<file path="src/rtl/dmem_arbiter_if.sv">
// Bundle of per-core request/response signals and the shared data-RAM port.
// The arbiter uses the slave view; cores plus memory (or a bench) use the master view.
`ifndef DATA_ADDR_W
`define DATA_ADDR_W 32
`endif
`ifndef DATA_W
`define DATA_W 32
`endif

interface dmem_arbiter_if #(
  parameter int N_CORES = 4,
  parameter int ADDR_W  = `DATA_ADDR_W,
  parameter int DATA_W  = `DATA_W
);
  logic [N_CORES-1:0]        req;
  logic [N_CORES-1:0]        we;
  logic [N_CORES*ADDR_W-1:0] addr;
  logic [N_CORES*DATA_W-1:0] wdata;
  logic [N_CORES-1:0]        stall;
  logic [N_CORES-1:0]        rvalid;
  logic [DATA_W-1:0]         rdata;
  logic                      mem_en;
  logic                      mem_we;
  logic [ADDR_W-1:0]         mem_addr;
  logic [DATA_W-1:0]         mem_wdata;
  logic [DATA_W-1:0]         mem_rdata;

  modport slave (
    input  req, we, addr, wdata, mem_rdata,
    output stall, rvalid, rdata, mem_en, mem_we, mem_addr, mem_wdata
  );

  modport master (
    output req, we, addr, wdata, mem_rdata,
    input  stall, rvalid, rdata, mem_en, mem_we, mem_addr, mem_wdata
  );
endinterface

</file>
<file path="src/rtl/dmem_arbiter.sv">
// Round-robin arbiter sharing one single-port data RAM among N_CORES cores.
// One access in flight at a time: IDLE grants, BUSY waits MEM_LAT, DONE pulses rvalid.
`ifndef DATA_ADDR_W
`define DATA_ADDR_W 32
`endif
`ifndef DATA_W
`define DATA_W 32
`endif

module dmem_arbiter #(
  parameter int N_CORES = 4,
  parameter int ADDR_W  = `DATA_ADDR_W,
  parameter int DATA_W  = `DATA_W,
  parameter int MEM_LAT = 1
) (
  input  logic           clk,
  input  logic           rst_n,
  dmem_arbiter_if.slave  bus
);

  localparam int PTR_W = (N_CORES > 1) ? $clog2(N_CORES) : 1;
  localparam int CNT_W = $clog2(MEM_LAT + 1);

  typedef enum logic [1:0] {ST_IDLE, ST_BUSY, ST_DONE} state_t;

  // Bit b of the result is set at every position k whose index has bit b set.
  function automatic logic [N_CORES-1:0] idx_bit_mask(input int b);
    logic [N_CORES-1:0] m;
    m = '0;
    for (int k = 0; k < N_CORES; k++) begin
      m = m | (N_CORES'((k >> b) & 1) << k);
    end
    return m;
  endfunction

  state_t              r_state;
  logic [PTR_W-1:0]    r_rr_ptr;
  logic [PTR_W-1:0]    r_g;
  logic [CNT_W-1:0]    r_cnt;
  logic                r_is_wr;
  logic                r_mem_en;
  logic                r_mem_we;
  logic [ADDR_W-1:0]   r_mem_addr;
  logic [DATA_W-1:0]   r_mem_wdata;
  logic [DATA_W-1:0]   r_rdata;
  logic [N_CORES-1:0]  r_rvalid;

  logic [ADDR_W-1:0]   w_addr_arr  [N_CORES];
  logic [DATA_W-1:0]   w_wdata_arr [N_CORES];
  logic [2*N_CORES-1:0] w_req_dbl;
  logic [N_CORES-1:0]  w_req_rot;
  logic [N_CORES-1:0]  w_low;
  logic [PTR_W-1:0]    w_off;
  logic [PTR_W:0]      w_sum;
  logic [PTR_W-1:0]    w_g;
  logic [PTR_W-1:0]    w_g_inc;
  logic [N_CORES-1:0]  w_g_onehot;

  // Rotate requests so that position 0 is the core at rr_ptr, then take the lowest set bit.
  assign w_req_dbl = {bus.req, bus.req};
  assign w_req_rot = N_CORES'(w_req_dbl >> r_rr_ptr);

  generate
    for (genvar gi = 0; gi < N_CORES; gi++) begin : g_core
      localparam logic [N_CORES-1:0] LOWER = N_CORES'((1 << gi) - 1);
      assign w_addr_arr[gi]  = bus.addr[gi*ADDR_W +: ADDR_W];
      assign w_wdata_arr[gi] = bus.wdata[gi*DATA_W +: DATA_W];
      assign w_low[gi]       = w_req_rot[gi] & ~(|(w_req_rot & LOWER));
      assign w_g_onehot[gi]  = (r_g == PTR_W'(gi));
    end
    for (genvar gi = 0; gi < PTR_W; gi++) begin : g_enc
      assign w_off[gi] = |(w_low & idx_bit_mask(gi));
    end
  endgenerate

  assign w_sum   = {1'b0, r_rr_ptr} + {1'b0, w_off};
  assign w_g     = (w_sum >= (PTR_W+1)'(N_CORES)) ? PTR_W'(w_sum - (PTR_W+1)'(N_CORES))
                                                  : PTR_W'(w_sum);
  assign w_g_inc = (r_g == PTR_W'(N_CORES - 1)) ? '0 : r_g + PTR_W'(1);

  always_ff @(posedge clk) begin
    if (!rst_n) begin
      r_state     <= ST_IDLE;
      r_rr_ptr    <= '0;
      r_g         <= '0;
      r_cnt       <= '0;
      r_is_wr     <= 1'b0;
      r_mem_en    <= 1'b0;
      r_mem_we    <= 1'b0;
      r_mem_addr  <= '0;
      r_mem_wdata <= '0;
      r_rdata     <= '0;
      r_rvalid    <= '0;
    end else begin
      case (r_state)
        ST_IDLE: begin
          if (|bus.req) begin
            r_g         <= w_g;
            r_is_wr     <= bus.we[w_g];
            r_mem_en    <= 1'b1;
            r_mem_we    <= bus.we[w_g];
            r_mem_addr  <= w_addr_arr[w_g];
            r_mem_wdata <= w_wdata_arr[w_g];
            r_cnt       <= CNT_W'(MEM_LAT);
            r_state     <= ST_BUSY;
          end
        end
        ST_BUSY: begin
          r_mem_en <= 1'b0;
          r_mem_we <= 1'b0;
          // Completion does not depend on req[g]: a flushed access still finishes.
          if (r_cnt == '0) begin
            if (!r_is_wr) begin
              r_rdata <= bus.mem_rdata;
            end
            r_rvalid <= w_g_onehot;
            r_state  <= ST_DONE;
          end else begin
            r_cnt <= r_cnt - CNT_W'(1);
          end
        end
        ST_DONE: begin
          r_rvalid <= '0;
          r_rr_ptr <= w_g_inc;
          r_state  <= ST_IDLE;
        end
        default: begin
          r_state <= ST_IDLE;
        end
      endcase
    end
  end

  assign bus.stall     = bus.req & ~r_rvalid;
  assign bus.rvalid    = r_rvalid;
  assign bus.rdata     = r_rdata;
  assign bus.mem_en    = r_mem_en;
  assign bus.mem_we    = r_mem_we;
  assign bus.mem_addr  = r_mem_addr;
  assign bus.mem_wdata = r_mem_wdata;

endmodule
</file>
<file path="src/flat_wrapper.sv">
// flat-port wrapper written by rule: the top's interface ports become plain ports
module dmem_arbiter_flat 
#(
  parameter int N_CORES = 4,
  parameter int ADDR_W  = `DATA_ADDR_W,
  parameter int DATA_W  = `DATA_W,
  parameter int MEM_LAT = 1
)
  (clk, rst_n, bus_req, bus_we, bus_addr, bus_wdata, bus_mem_rdata, bus_stall, bus_rvalid, bus_rdata, bus_mem_en, bus_mem_we, bus_mem_addr, bus_mem_wdata);
  dmem_arbiter_if #(.N_CORES(N_CORES), .ADDR_W(ADDR_W), .DATA_W(DATA_W)) bus_i ();
  input  logic clk;
  input  logic rst_n;
  input wire logic [$bits(bus_i.req)-1:0] bus_req;
  input wire logic [$bits(bus_i.we)-1:0] bus_we;
  input wire logic [$bits(bus_i.addr)-1:0] bus_addr;
  input wire logic [$bits(bus_i.wdata)-1:0] bus_wdata;
  input wire logic [$bits(bus_i.mem_rdata)-1:0] bus_mem_rdata;
  output wire logic [$bits(bus_i.stall)-1:0] bus_stall;
  output wire logic [$bits(bus_i.rvalid)-1:0] bus_rvalid;
  output wire logic [$bits(bus_i.rdata)-1:0] bus_rdata;
  output wire logic [$bits(bus_i.mem_en)-1:0] bus_mem_en;
  output wire logic [$bits(bus_i.mem_we)-1:0] bus_mem_we;
  output wire logic [$bits(bus_i.mem_addr)-1:0] bus_mem_addr;
  output wire logic [$bits(bus_i.mem_wdata)-1:0] bus_mem_wdata;
  assign bus_i.req = bus_req;
  assign bus_i.we = bus_we;
  assign bus_i.addr = bus_addr;
  assign bus_i.wdata = bus_wdata;
  assign bus_i.mem_rdata = bus_mem_rdata;
  assign bus_stall = bus_i.stall;
  assign bus_rvalid = bus_i.rvalid;
  assign bus_rdata = bus_i.rdata;
  assign bus_mem_en = bus_i.mem_en;
  assign bus_mem_we = bus_i.mem_we;
  assign bus_mem_addr = bus_i.mem_addr;
  assign bus_mem_wdata = bus_i.mem_wdata;
  dmem_arbiter #(.N_CORES(N_CORES), .ADDR_W(ADDR_W), .DATA_W(DATA_W), .MEM_LAT(MEM_LAT)) u_core (.clk(clk), .rst_n(rst_n), .bus(bus_i));
endmodule
</file>
<file path="config.mk">
export PLATFORM = sky130hd
export DESIGN_NAME = dmem_arbiter_flat
export DESIGN_NICKNAME = d
export VERILOG_FILES = /design/src/rtl/dmem_arbiter_if.sv /design/src/rtl/dmem_arbiter.sv /design/src/flat_wrapper.sv
export SDC_FILE = /design/constraint.sdc
export NUM_CORES = 1
export LEC_CHECK = 0
export ABC_AREA = 0
export BUFFER_PORTS_ARGS = -buffer_cell sky130_fd_sc_hd__buf_2
export CORE_AREA = 4 4 156 158
export DETAILED_ROUTE_END_ITERATION = 8
export DIE_AREA = 0 0 160 162
export PLACE_DENSITY = 0.56
export RECOVER_POWER = 25
export SYNTH_ARGS = -nofsm -noshare
export SYNTH_HDL_FRONTEND = slang
export SYNTH_SLANG_ARGS = --single-unit
</file>
<file path="constraint.sdc">
create_clock -name clk -period 3.25 [get_ports clk]
set_input_delay 0.325 -clock clk [delete_from_list [all_inputs] [get_ports clk]]
set_output_delay 0.325 -clock clk [all_outputs]
set_load 0.02 [all_outputs]
</file>
==> flow_summary.toml <==
[status]
status = "finished clean"

[yosys]
synthesis.nets = 768
ys_seq_area_frac = 0.399
yosys_warnings = 0
ys_types = 36
synth-seq-cells = 109
synthCells = 465
synth_area_um2 = 5460
avgSynthCellArea_um2 = 11.7

[critical_path]
critical_path_arrival_ps = 3030
crit_path_end_kind = "flip-flop"
r2r_setup_slack_ps = 460
r2r_start = "u_core.r_rr_ptr[0]"
crit_path_start_kind = "flip-flop"
crit_required_ps = 3490
crit_path_max_fanout = 40
reg2regPathDepth = 8
path_class = "reg2reg"
r2r_end = "u_core.bus.mem_addr[1]"

[global_routing]
antenna_found_initial = 8
grt_usage = 0.160
grt_pass1_vias = 5490
grt_overflow = 0
grt_max_degree = 65
grt_pass1_wl_um = 32400

[min_path]
hold_path_end = "u_core.bus.rdata[3]"
hp-start = "bus_mem_rdata[3]"
hold_depth = 3
holdCritPathClass = "in2reg"

[sta]
tns_ps = 0
final_max_slew_viol_count = 0
finalCritPeriodShare = 0.859
fmax_mhz = 358
worst_pin_slew_ps = 1130
hold_viol_final = 0
setup_viol = 0
min_period_ps = 2790
clock-skew-final_ps = 10.1
grt_setup_unrepaired = "no"
fin_ws_ps = 459
slew_headroom = 0.244

[route]
vias = 5343
ant_nets = 0
via_per_inst = 4.70
drt-wirelength-per-cell_um = 19.2
drtPass1Iterations = 4
drt_iter0_drc = 252
routed_wl_um = 21900
drc_errors = 0

[die]
die_x_um = 160
io_pins = 404
start_util = 0.236
die_area_um2 = 25900
die_h_um = 162
num_rows = 56
core_area_um2 = 23100

[placed_design]
dp_hpwl_um = 17300
placed_cell_area_um2 = 7780
pre_cts_ws_ps = 458
portBuffers = 403
routabilityCongestion = 0.809

[cts]
cts.clk_slew.worst_paths_ps = 90
clk_latency_ps = 360
cts_made_buffers = 9
cts-root-buf = "clkbuf_16"
cts-resized-gates = 0
cts_tree = "done"
ctsHtreeMaxLevel = 3
cts_setup_buffers = 0
ctsHoldBuffers = 0
clock_sinks = 109
clk_path_buf_depth = 2

[job]
maxCapViolCount = 0

[power_and_ir_drop]
leakagePower_nw = 3.59
p_per_area_nw_per_um2 = 519
peakVddDrop_mv = 0.295
p_total_mw = 4.17

[layout]
fin_nets = 1143
area_growth_pct = 47.0
fin_area_um2 = 8030
drive_gt1_frac = 0.528
[Yosys cell counts (all sizes together)]
master,n,area share
dfxtp,109,0.40
nand2,71,0.049
a22o,68,0.11
mux4,64,0.26
a21boi,34,0.047
clkbuf,30,0.021
buf,17,0.022
nor2,15,0.010
nor2b,11,0.013
ha,5,0.011
mux2i,5,0.0092
a22oi,4,0.0055
inv,4,0.0027
nand2b,4,0.0046
nor3,3,0.0037
o21ai,3,0.0027
and2,2,0.0023
o32ai,2,0.0032
a21oi,1,0.00092
a31oi,1,0.0011
a32oi,1,0.0030
and3,1,0.0011
nand3,1,0.00092
nor3b,1,0.0014
nor4,1,0.0011
o2111ai,1,0.0016
o211a,1,0.0018
o211ai,1,0.0014
or3,1,0.0011
or4,1,0.0014
xnor2,1,0.0030
xor2,1,0.0016
[through the flow]
stage           util  hold slack, ps  instances
6_report       0.347             208       1138
5_1_grt        0.347             199       1138
4_1_cts        0.350             187       1135
3_5_place_dp   0.337             454       1119
3_3_place_gp   0.337             446       1119
2_1_floorplan      -             432        465
[layer usage]
metal  share of wire  GRT usage  up-vias
met5          0.0028          0        -
met2            0.50      0.279      244
met3           0.087     0.0589       30
met4           0.020     0.0430        8
met1            0.39      0.187     2535
li1                -          -     2526
[where the power goes]
group | switching, mW | total (mW) | internal (mW)
clock network | 0.590 | 1.16 | 0.566
registers | 0.104 | 1.61 | 1.51
logic | 0.722 | 1.40 | 0.675
total | 1.42 | 4.17 | 2.75
[logic make-up (layout without fill, tap and decap cells)]
family	Yosys count	in the layout	share of synthesized area
XOR/XNOR	2	2	0.00458
buffers and inverters	51	431	0.0451
multiplexers	69	69	0.273
AO/OA/AOI/OAI	117	117	0.177
adder cells (fa/ha/maj)	5	5	0.0115
flip-flops	109	109	0.399
other	0	3	0
AND/OR/NAND/NOR	112	112	0.0893
[how the worst max path moves through the flow]
stage | start | end | cells after the start
finish | u_core.r_rr_ptr[0] | u_core.bus.mem_addr[1] | 8
detailed placement | bus_req[0] | u_core.bus.mem_wdata[16] | 9
global route | u_core.r_rr_ptr[0] | u_core.bus.mem_addr[1] | 9
global placement | bus_req[0] | u_core.bus.mem_wdata[12] | 9
CTS | u_core.r_rr_ptr[0] | u_core.bus.mem_wdata[16] | 8
floorplan | u_core.r_rr_ptr[0] | u_core.bus.mem_addr[0] | 9
[flip-flops by register name, summed over array words and instances (netlist names)]
name	cells
u_core.bus.mem_addr	32
u_core.bus.mem_wdata	32
u_core.bus.rdata	32
u_core.bus.rvalid	4
u_core.r_g	2
u_core.r_rr_ptr	2
u_core.r_state	2
u_core.bus.mem_we	1
u_core.r_cnt	1
u_core.r_is_wr	1
[critical path, stage by stage (launching register included)]
cell and delay (ps):
dfxtp_1 450, or4_1 560, o2111ai_1 150, ha_4 170, xor2_1 330, xnor2_4 190
buf_12 270, mux4_2 330, a22o_1 190
[final cells by class]
type	instances	area [µm²]
Clock inverter	6	62.6
Sequential cell	109	2180
Fill cell	2397	15100
Clock buffer	10	239
Inverter	4	15.0
Multi-Input combinational cell	305	3070
Antenna cell	3	7.51
Tap cell	290	363
Timing Repair Buffer	411	2090
[cells in the final DEF, fill, tap and decap left out, types with 3 or more instances in the layout]
cell	instances
buf_2	351
dfxtp_1	109
nand2_1	71
a22o_1	68
mux4_2	64
clkbuf_1	52
a21boi_0	34
nor2_1	15
nor2b_1	10
clkbuf_16	9
buf_12	6
mux2i_1	5
inv_1	4
nand2b_1	4
a22oi_1	4
ha_1	4
diode_2	3
o21ai_0	3
inv_6	3
(Power assumes the default switching activity.)
